File: config.mk
export PLATFORM = sky130hd
export DESIGN_NAME = fifo_wr_feeder
export DESIGN_NICKNAME = d
export VERILOG_FILES = /design/src/rtl/fifo_wr_feeder.sv
export SDC_FILE = /design/constraint.sdc
export NUM_CORES = 1
export LEC_CHECK = 0
export ABC_AREA = 1
export BUFFER_PORTS_ARGS = -buffer_cell sky130_fd_sc_hd__buf_4
export CORE_MARGIN = 4
export CORE_UTILIZATION = 25
export DETAILED_ROUTE_END_ITERATION = 16
export GPL_TIMING_DRIVEN = 0
export PLACE_DENSITY = 0.48
export SLEW_MARGIN = 20
export SYNTH_ARGS = -nofsm -noshare
export SYNTH_HDL_FRONTEND = slang
export SYNTH_SLANG_ARGS = --single-unit
File: constraint.sdc
create_clock -name wclk_i -period 4.2 [get_ports wclk_i]
set_input_delay 0.63 -clock wclk_i [delete_from_list [all_inputs] [get_ports wclk_i]]
set_output_delay 0.63 -clock wclk_i [all_outputs]
set_load 0.05 [all_outputs]
File: src/rtl/fifo_wr_feeder.sv
// fifo_wr_feeder: write-domain producer feeding an async FIFO write port.
// A valid/ready stream is taken into a 2-entry skid buffer and drained into the
// FIFO with wr_en_o/wdata_o. Writes never occur while full_i is high. FIFO write
// errors are latched sticky and halt the stream until cleared.
// Optional build macro: FIFO_WR_FEEDER_STALL_CNT_EN enables the full-stall
// cycle counter on stall_cnt_o (otherwise the port is tied to zero).
module fifo_wr_feeder #(
  parameter int unsigned WIDTH = 8,
  parameter int unsigned CNT_W = 16
) (
  input  logic             wclk_i,
  input  logic             rst_i,
  input  logic             en_i,
  input  logic             s_valid_i,
  input  logic [WIDTH-1:0] s_data_i,
  output logic             s_ready_o,
  output logic             wr_en_o,
  output logic [WIDTH-1:0] wdata_o,
  input  logic             full_i,
  input  logic             error_i,
  input  logic             clr_err_i,
  output logic             err_o,
  output logic             busy_o,
  output logic [CNT_W-1:0] wr_cnt_o,
  output logic [15:0]      stall_cnt_o
);

  localparam int unsigned DEPTH   = 2;
  localparam int unsigned COUNT_W = 2;
  localparam int unsigned STALL_W = 16;

  typedef enum logic [1:0] {
    S_IDLE = 2'd0,
    S_RUN  = 2'd1,
    S_HALT = 2'd2
  } state_t;

  state_t             r_state;
  state_t             w_state_nxt;
  logic [WIDTH-1:0]   r_mem0;
  logic [WIDTH-1:0]   r_mem1;
  logic [COUNT_W-1:0] r_count;
  logic               r_err;
  logic [CNT_W-1:0]   r_wr_cnt;
  logic               w_run;
  logic               w_push;
  logic               w_pop;

  // State register
  always_ff @(posedge wclk_i) begin
    if (rst_i) begin
      r_state <= S_IDLE;
    end else begin
      r_state <= w_state_nxt;
    end
  end

  // Next-state logic: error has priority over enable while running
  always_comb begin
    w_state_nxt = r_state;
    case (r_state)
      S_IDLE: if (en_i && !r_err) w_state_nxt = S_RUN;
      S_RUN: begin
        if (error_i)    w_state_nxt = S_HALT;
        else if (!en_i) w_state_nxt = S_IDLE;
      end
      S_HALT: if (clr_err_i) w_state_nxt = S_IDLE;
      default: w_state_nxt = S_IDLE;
    endcase
  end

  // Handshake and FIFO write decode; wr_en_o is qualified by full_i directly
  always_comb begin
    w_run     = (r_state == S_RUN);
    busy_o    = (r_count != '0);
    s_ready_o = w_run && (r_count < COUNT_W'(DEPTH));
    wr_en_o   = w_run && busy_o && !full_i && !rst_i;
    wdata_o   = busy_o ? r_mem0 : '0;
    w_push    = s_valid_i && s_ready_o;
    w_pop     = wr_en_o;
    err_o     = r_err;
    wr_cnt_o  = r_wr_cnt;
  end

  // Skid buffer: entry 0 is the head; simultaneous push/pop keeps the count
  always_ff @(posedge wclk_i) begin
    if (rst_i) begin
      r_mem0  <= '0;
      r_mem1  <= '0;
      r_count <= '0;
    end else begin
      case ({w_push, w_pop})
        2'b10: begin
          if (r_count == '0) r_mem0 <= s_data_i;
          else               r_mem1 <= s_data_i;
          r_count <= r_count + COUNT_W'(1);
        end
        2'b01: begin
          r_mem0  <= r_mem1;
          r_count <= r_count - COUNT_W'(1);
        end
        2'b11: begin
          if (r_count == COUNT_W'(1)) begin
            r_mem0 <= s_data_i;
          end else begin
            r_mem0 <= r_mem1;
            r_mem1 <= s_data_i;
          end
        end
        default: begin
          r_count <= r_count;
        end
      endcase
    end
  end

  // Sticky error: a new error wins over a coincident clear
  always_ff @(posedge wclk_i) begin
    if (rst_i) begin
      r_err <= 1'b0;
    end else if (error_i) begin
      r_err <= 1'b1;
    end else if (clr_err_i) begin
      r_err <= 1'b0;
    end
  end

  // Issued-write counter, wraps naturally
  always_ff @(posedge wclk_i) begin
    if (rst_i) begin
      r_wr_cnt <= '0;
    end else if (w_pop) begin
      r_wr_cnt <= r_wr_cnt + CNT_W'(1);
    end
  end

`ifdef FIFO_WR_FEEDER_STALL_CNT_EN
  logic [STALL_W-1:0] r_stall_cnt;

  // Saturating count of cycles with data waiting on a full FIFO
  always_ff @(posedge wclk_i) begin
    if (rst_i || clr_err_i) begin
      r_stall_cnt <= '0;
    end else if (w_run && busy_o && full_i && (r_stall_cnt != {STALL_W{1'b1}})) begin
      r_stall_cnt <= r_stall_cnt + STALL_W'(1);
    end
  end

  assign stall_cnt_o = r_stall_cnt;
`else
  assign stall_cnt_o = '0;
`endif

endmodule

* Word level (Yosys, flattened, before mapping)
Cells that the tools add are included.
** Operators by class
- Order comparisons :: 1
- Equality and inequality tests :: 12
- Muxes and demuxes :: 15
- Reduce and logical (&&, ||, !) cells :: 19
- $add $sub $neg :: 3
** Operators with widths (number)
- 8-bit 2-to-1 mux :: 5
- 8-bit one-hot mux with 3 select lines :: 1
- 16-bit by 1-bit adder with 16-bit output (second input constant) :: 1
- 8-bit one-hot mux with 2 select lines :: 1
- 2-bit inequality test (second input constant) :: 5
- 2-bit 2-to-1 mux :: 4
- 2-bit nonzero test :: 4
- 2-bit by 1-bit == test with 1-bit output (second input constant) :: 3
- 2-bit == test (second input constant) :: 3
- 1-bit logical AND :: 6
- 2-bit one-hot mux with 3 select lines :: 1
- 3-bit AND reduction :: 2
- 2-bit logical NOT :: 2
- 2-bit one-hot mux with 2 select lines :: 1
- 1-bit logical NOT :: 3
- 3-bit inequality test (second input constant) :: 1
- 3-bit nonzero test :: 1
- 2-bit by 1-bit adder with 2-bit output (second input constant) :: 1
- 2-bit < comparator (second input constant) :: 1
- 1-bit 2-to-1 mux :: 2
- 2-bit AND reduction :: 1
- 2-bit by 1-bit subtractor with 2-bit output (second input constant) :: 1
** Storage, ports and cells
- Output and inout port bits :: 44
- Flip-flop bits (word level) :: 37
- Word-level logic and storage cells :: 56

* Depth between registers and ports, before layout
Gate-level depths: netlist (run 1).
- Depth in word-level cells :: 7
- Mapped depth :: 13
- Depth with buffers taken out :: 12

* Worst setup path after synthesis (run 1)
No wires, ideal clock.
- Path type :: flip-flop to flip-flop
- Start :: register r_state[1]
- End :: register r_mem1[5]
- Library setup time :: 0.065 ns
- Stages on the path, launching flop included :: 13
- Data arrival time :: 2.225 ns
- Path buffers :: 0
- Data required time :: 4.135 ns
- Setup slack :: 1.910 ns
- Cell sequence :: dfxtp_1 inv_1 nand2_1 nor2_1 nand2_1 inv_1 ha_1 inv_1 o21ai_0 nand2_1 inv_1 nor2_1 nor2_1
** Between the ends
- Elaborated cells on any way between the ends :: 13
** RTL lines
- start, declared :: line 38 : state_t r_state;
- start signal, assigned :: line 54 : r_state <= w_state_nxt;
- 2-bit by 1-bit == test with 1-bit output * :: line 74 : w_run = (r_state == S_RUN);
- 1-bit logical AND * :: line 76 : s_ready_o = w_run && (r_count < COUNT_W'(DEPTH));
- net s_ready_o :: line 16 : output logic s_ready_o,
- 1-bit logical AND * :: line 79 : w_push = s_valid_i && s_ready_o;
- 2-bit == test :: line 92 : case ({w_push, w_pop})
- 2-bit inequality test (no line) / 2-bit nonzero test (equally long branches)
- 3-bit AND reduction (no line)
- end signal, assigned :: line 95 : else r_mem1 <= s_data_i;
- end signal, assigned :: line 107 : r_mem1 <= s_data_i;
- end, declared :: line 41 : logic [WIDTH-1:0] r_mem1;
Mark *: on every way through the listed nets, which the timed path passes. The rest lies on a longest branch.
A chain may end at the register's enable or synchronous reset.

* Worst setup path in the final report (run 1)
- Start :: register r_count[0]
- End :: output wr_en_o
** Between the ends
- Cells in the longest elaborated chain, start to end :: 4
** Ends and longest elaborated chain
- start, declared :: line 42 : logic [COUNT_W-1:0] r_count;
- start signal, assigned :: line 96 : r_count <= r_count + COUNT_W'(1);
- start signal, assigned :: line 100 : r_count <= r_count - COUNT_W'(1);
- start signal, assigned :: line 111 : r_count <= r_count;
- 2-bit nonzero test :: line 75 : busy_o = (r_count != '0);
- 1-bit logical AND (3 in series) :: line 77 : wr_en_o = w_run && busy_o && !full_i && !rst_i;
- end, declared :: line 17 : output logic wr_en_o,
Every way passes these cells.

==> metrics.txt, run 1 <==
dpl hpwl=4040 µm; critical path class=flop to output port; commonest non-fill, non-tap cell in the layout=nand2_1; Num CTS Buffers=5; Req. time, crit path=3570 ps; Final GP Congestion=0.789; switching pwr=0.254 mW; Comb power frac=22.1%; slack of the critical path=1860 ps; Slew Limit Fails=0; pre-CTS WS=1860 ps; Fin. Hold Viols=0; worst min path class=flop to flop; number of DRC markers in iteration 0=113; Final Skew=6.53 ps; ratio of cells with drive above 1 in the final layout=20.6%; Synth Warn #=0; sequential area share after synthesis=34.5%; wire per inst=10.6 µm; Tmin final=2340 ps; Final Cycle Share=55.8%; cts hold-fix bufs=0; # rows=33; number of library cell types mapped by synthesis=26; Sw Share=31.3%; filler cell count=931; Post-Syn Area=0.00214 mm²; Cells after Synth=331; static leakage=1.32 nW; CTS tree=yes; syn_area_per_cell=6.48 µm²; Setup TNS=0 ps; I/O Buffers=41; DRT antenna net count=0; CTS max path bufs=2; post-CTS sizing=0; vias in the first global route=1890; maximum VDD drop=0.130 mV; Worst R2R Path Depth=13; Vert. Die Dim=101 µm; Area growth, synth to finish=27.1%; Hold Crit Depth=2; GRT overflow=0; Via density=4.05; nets@finish=415; number of remaining DRC errors=0; Final Non-Filler Cells=499; sequential power share=46.3%; crit path max fanout=12; crit path capture type=output port; P_int=0.559 mW; ANT cells=0; Pre-antenna DRT Iters=4; Sink Count=37; initial core utilization=25.8%; Placed Instances=492; f_max=427 MHz; WHS=483 ps; initial antenna violation count=0; GRT Overall Usage=10.8%; Seq cells post-synth=37; clk root buf=clkbuf_8; Worst Path Arrival=1710 ps; endpoints failing setup=0; Die Wd=101 µm; RSZ-0062 raised after global routing=no; worst skew pair latency=290 ps; clk slew on worst S/H paths=70 ps; Core ar.=0.00830 mm²; total wire length=5270 µm; most frequent cells in the layout=nand2_1 (79), nor2_1 (77), buf_4 (59); maxcap violations=0; final core occ=32.9%; io pins=59; critical path launch point type=flop; Design Area, Final=0.00273 mm²; global-route wire length before repair=8710 µm; PwrDens=298 mW/mm²; Design Power=0.813 mW; Post-CTS Setup Bufs=0; clock network power share=31.6%; largest net degree at the start of global routing=13; Cell Area, Placed=0.00264 mm²; H-tree levels=2; via count of the routed design=2020; die area=0.0101 mm²; status=finished, final reports clean
[path summary, 6_finish.rpt]
check | from | endpoint | slack [ps]
hold / removal | r_mem1[1] | r_mem1[1] | 480
hold reg to reg | r_mem1[1] | r_mem1[1] | 480
setup reg to reg | r_count[0] | r_mem1[3] | 1940
setup / recovery | r_count[0] | wr_en_o | 1860
[flip-flops by register name, indices dropped and copies added (netlist names)]
name and count:
wr_cnt_o 16, r_mem0 8, r_count 2, r_state 2, r_mem1 8, err_o 1
[power by group through the flow]
| stage | sequential, mW | combinational, mW | clock (mW) |
|---|---|---|---|
| floorplan | 0.386 | 0.140 | 0 |
| global placement | 0.384 | 0.180 | 0 |
| detailed placement | 0.385 | 0.182 | 0 |
| CTS | 0.377 | 0.182 | 0.266 |
| global route | 0.379 | 0.201 | 0.277 |
| finish | 0.377 | 0.179 | 0.257 |
[synth_stat cells]
cell type / number / share of area (%)
nor3b_1: 2 / 0.70
nand4_1: 5 / 1.5
dfxtp_1: 37 / 35
nor3_1: 4 / 0.93
nand2_4: 1 / 0.53
nand2_1: 79 / 14
nand2_2: 4 / 1.2
clkbuf_1: 2 / 0.35
a21oi_1: 8 / 1.9
xnor2_1: 1 / 0.41
buf_6: 2 / 1.1
ha_1: 6 / 3.5
inv_1: 42 / 7.4
nor2_4: 5 / 2.6
buf_4: 18 / 6.3
nor2_1: 77 / 13
o21ai_1: 1 / 0.23
xor2_1: 2 / 0.82
nor2_2: 1 / 0.29
nand3_1: 17 / 4.0
inv_2: 1 / 0.17
conb_1: 1 / 0.17
o21ai_0: 12 / 2.8
inv_4: 1 / 0.29
nand3_4: 1 / 0.82
o211ai_1: 1 / 0.35
[kinds of logic (layout without fill, tap and decap cells)]
family / count (synthesis) / after routing / synth area share (%)
buffers and inverters: 66 / 114 / 15.5
other: 1 / 16 / 0.175
xor gates and xnor gates: 3 / 3 / 1.23
AOI/OAI and AO/OA: 22 / 22 / 5.25
and+or+nand+nor: 196 / 196 / 39.8
adders and majority gates: 6 / 6 / 3.50
DFF: 37 / 37 / 34.5
[metal layers]
layer  wire [µm]  global-route usage, %  vias up
li1            -                      -     1101
met2        2410                   16.9       44
met1        2560                   14.6      870
met4          86                   3.73        0
met3         214                   2.28        5
met5           0                      0        -
[critical path, cell delays in order (launching register included)]
cell	delay, ps
dfxtp_1	370
inv_1	60
ha_1	240
nor2_4	150
nand2_1	70
nor2_2	130
buf_6	190
buf_4	220
[cell type report]
| cell class | count | area, µm² | area share (%) |
|---|---|---|---|
| multi-input combinational | 243 | 1130 | 41.3 |
| sequential | 37 | 741 | 27.2 |
| timing repair buffer | 41 | 308 | 11.3 |
| inverter | 44 | 168 | 6.15 |
| buffer | 22 | 165 | 6.06 |
| tap | 105 | 131 | 4.82 |
| clock buffer | 7 | 86.3 | 3.17 |
Note: power is estimated with default switching activity, not from simulation.
==> run 2, diff against run 1 <==
ABC_AREA = 0   (was 1)
PLACE_DENSITY = 0.51   (was 0.48)
clock period = 1.88 ns   (was 4.2 ns; I/O delays follow)
==> run 2 against run 1 <==
  * The flow now finishes with violations (setup timing)
  * First-iteration DRC count is 28% lower
  * Sequential share of layout area is 1.2 points lower
  * Hold slack worse by 280 ps
  * Clock skew hardly changed
  * Count of clock-buffer cells in the layout is 1 lower
  * Combinational power is 77% higher
  * Clock power is 110% higher
==> metrics.txt, run 2 <==
status=finished with violations; failing checks=setup timing; number of remaining DRC errors=0; global-route wire length before repair=7850 µm; P_int=1.18 mW; Primary FF master, synth=dfxtp_1; Post-Syn Area=0.00186 mm²; multi-input combinational cell area=0.00122 mm²; Slew HR=53.5%; register-to-register setup slack=-600 ps; # rows=31; pre-CTS WS=-1030 ps; largest net degree at the start of global routing=12; number of library cell types mapped by synthesis=37; worst r2r src=r_count[1]; io pins=59; EDFF count, synth=0; H-tree levels=2; cts hold-fix bufs=0; sequential cell area=743 µm²; via count of the routed design=1681; Via density=4.28; Num CTS Buffers=5; CTS max path bufs=2; slack of the critical path=-596 ps; maxcap violations=0; GRT Overall Usage=11.3%; Sink Count=37; Yosys top cell by area=dfxtp_1; most common cell in the synthesized netlist=dfxtp_1; f_max=404 MHz; critical path launch point type=flop; Design Power=1.68 mW; XOR/XNOR share of the synthesized area=5.19%; crit path capture type=flop; Commonest cells post-synth=dfxtp_1 (37), nor2_1 (33), buf_4 (16), inv_1 (10); PwrDens=585 mW/mm²; CP startpoint=r_count[1]; Final Non-Filler Cells=393; share of the synthesized area in the top cell type=39.9%; dpl hpwl=3320 µm; critical path class=flop to flop; crit path max fanout=8; post-synthesis compound-gate area fraction=12.9%; Cells after Synth=215; ANT cells=0; clk slew on worst S/H paths=80 ps; nets@finish=314; number of DRC markers in iteration 0=81; static leakage=1.21 nW; vias in the first global route=1586; switching pwr=0.494 mW; Req. time, crit path=2100 ps; Tmin final=2480 ps; CTS tree=yes; Worst Max-Slew Pin Slew=698 ps; total wire length=4780 µm; post-synthesis mux area share=4.85%; Cell Area, Placed=0.00244 mm²; Design Area, Final=0.00287 mm²; crit path to=r_mem0[2]; worst skew pair latency=290 ps; Die Wd=94.2 µm; sequential power share=48.9%; most frequent cells in the layout=buf_4 (71), dfxtp_1 (35), nor2_1 (32); Final Cycle Share=132%; maximum VDD drop=0.235 mV; final core occ=39.5%; sequential area share after synthesis=39.9%; GRT overflow=0; clock network power share=32.3%; Sw Share=29.5%; Final GP Congestion=0.740; syn_area_per_cell=8.64 µm²; Core ar.=0.00725 mm²; Fin. Hold Viols=0; Final Skew=6.04 ps; initial core utilization=25.6%; Largest register FFs=16; ratio of cells with drive above 1 in the final layout=44.9%; simple-gate share of the synthesized area=22.0%; wire per inst=12.2 µm; clk root buf=clkbuf_8; RR Endpoint=r_mem0[2]; ys async rst share=0%; filler cell count=762; RSZ-0062 raised after global routing=yes; Synth Warn #=0; Comb power frac=18.8%; main area contributors after synthesis=dfxtp_1 (40%), nor2_1 (6.7%), buf_4 (6.5%); Area growth, synth to finish=54.3%; Vert. Die Dim=94.2 µm; worst min path class=input port to flop; Setup TNS=-12240 ps; Worst Path Arrival=2690 ps; Seq cells post-synth=37; WHS=201 ps; adder-cell area share of the yosys netlist=4.04%; Slew Limit Fails=0; commonest non-fill, non-tap cell in the layout=buf_4; Placed Instances=370; largest family of logic cells by synthesized area=simple AND/OR/NAND/NOR gates; DRT antenna net count=0; Pre-antenna DRT Iters=4; die area=0.00887 mm²; initial antenna violation count=0; Worst R2R Path Depth=12; I/O Buffers=41; endpoints failing setup=27
run 2: critical path: stages (launching register included):
cell        delay [ps]
dfxtp_2            340
inv_2               50
ha_4               150
or4b_4             500
buf_8              140
or2_4              240
clkinvlp_4         110
ha_4               160
nand2_2             60
or3b_4             230
buf_8              120
a22oi_2             90
a211oi_2           200
run 2: repair_timing:
action | in CTS | in global routing
pin swaps | 19 | 21
setup buffers | 13 | 5
endpoints found under the setup margin | 31 | 44
resized for setup | 27 | 29
run 2: cells by family after synthesis:
logic type / after synthesis
buffers and inverters: 37
adders and majority gates: 6
muxes: 9
xor gates and xnor gates: 11
DFF: 37
AOI/OAI and AO/OA: 35
and+or+nand+nor: 79
other: 1
run 2: per-layer routing:
metal	vias to the layer above	routed length, µm	share of wire (%)	track usage [%]
met4	0	93	1.9	4.69
met2	36	2300	48	18.1
met1	774	2180	46	14.7
met5	-	0	0	0
met3	7	209	4.4	2.56
li1	864	-	-	-
run 2: area by class of cell:
| type | count | area share [%] |
|---|---|---|
| plain buffers | 25 | 6.72 |
| well taps | 99 | 4.32 |
| repair buffers | 58 | 16.0 |
| clock buffers | 6 | 2.53 |
| clock inverters | 2 | 0.349 |
| flip-flops and latches | 37 | 25.9 |
| inverters | 10 | 1.44 |
| multi-input cells | 156 | 42.7 |
run 2: worst min path at each step:
stage,startpoint,to,cells after the start
2_1_floorplan,error_i,err_o,2
5_1_grt,error_i,err_o,3
6_report,error_i,err_o,3
4_1_cts,error_i,err_o,3
3_3_place_gp,r_mem1[7],r_mem1[7],2
3_5_place_dp,wr_cnt_o[15],wr_cnt_o[15],2
run 2: power groups by stage:
stage                     clock network [mW]  logic [mW]  registers [mW]
after floorplan                            0       0.213           0.840
after global placement                     0       0.279           0.836
after detailed placement                   0       0.281           0.837
after CTS                              0.564       0.301           0.818
after global routing                   0.597       0.340           0.822
final                                  0.541       0.316           0.819
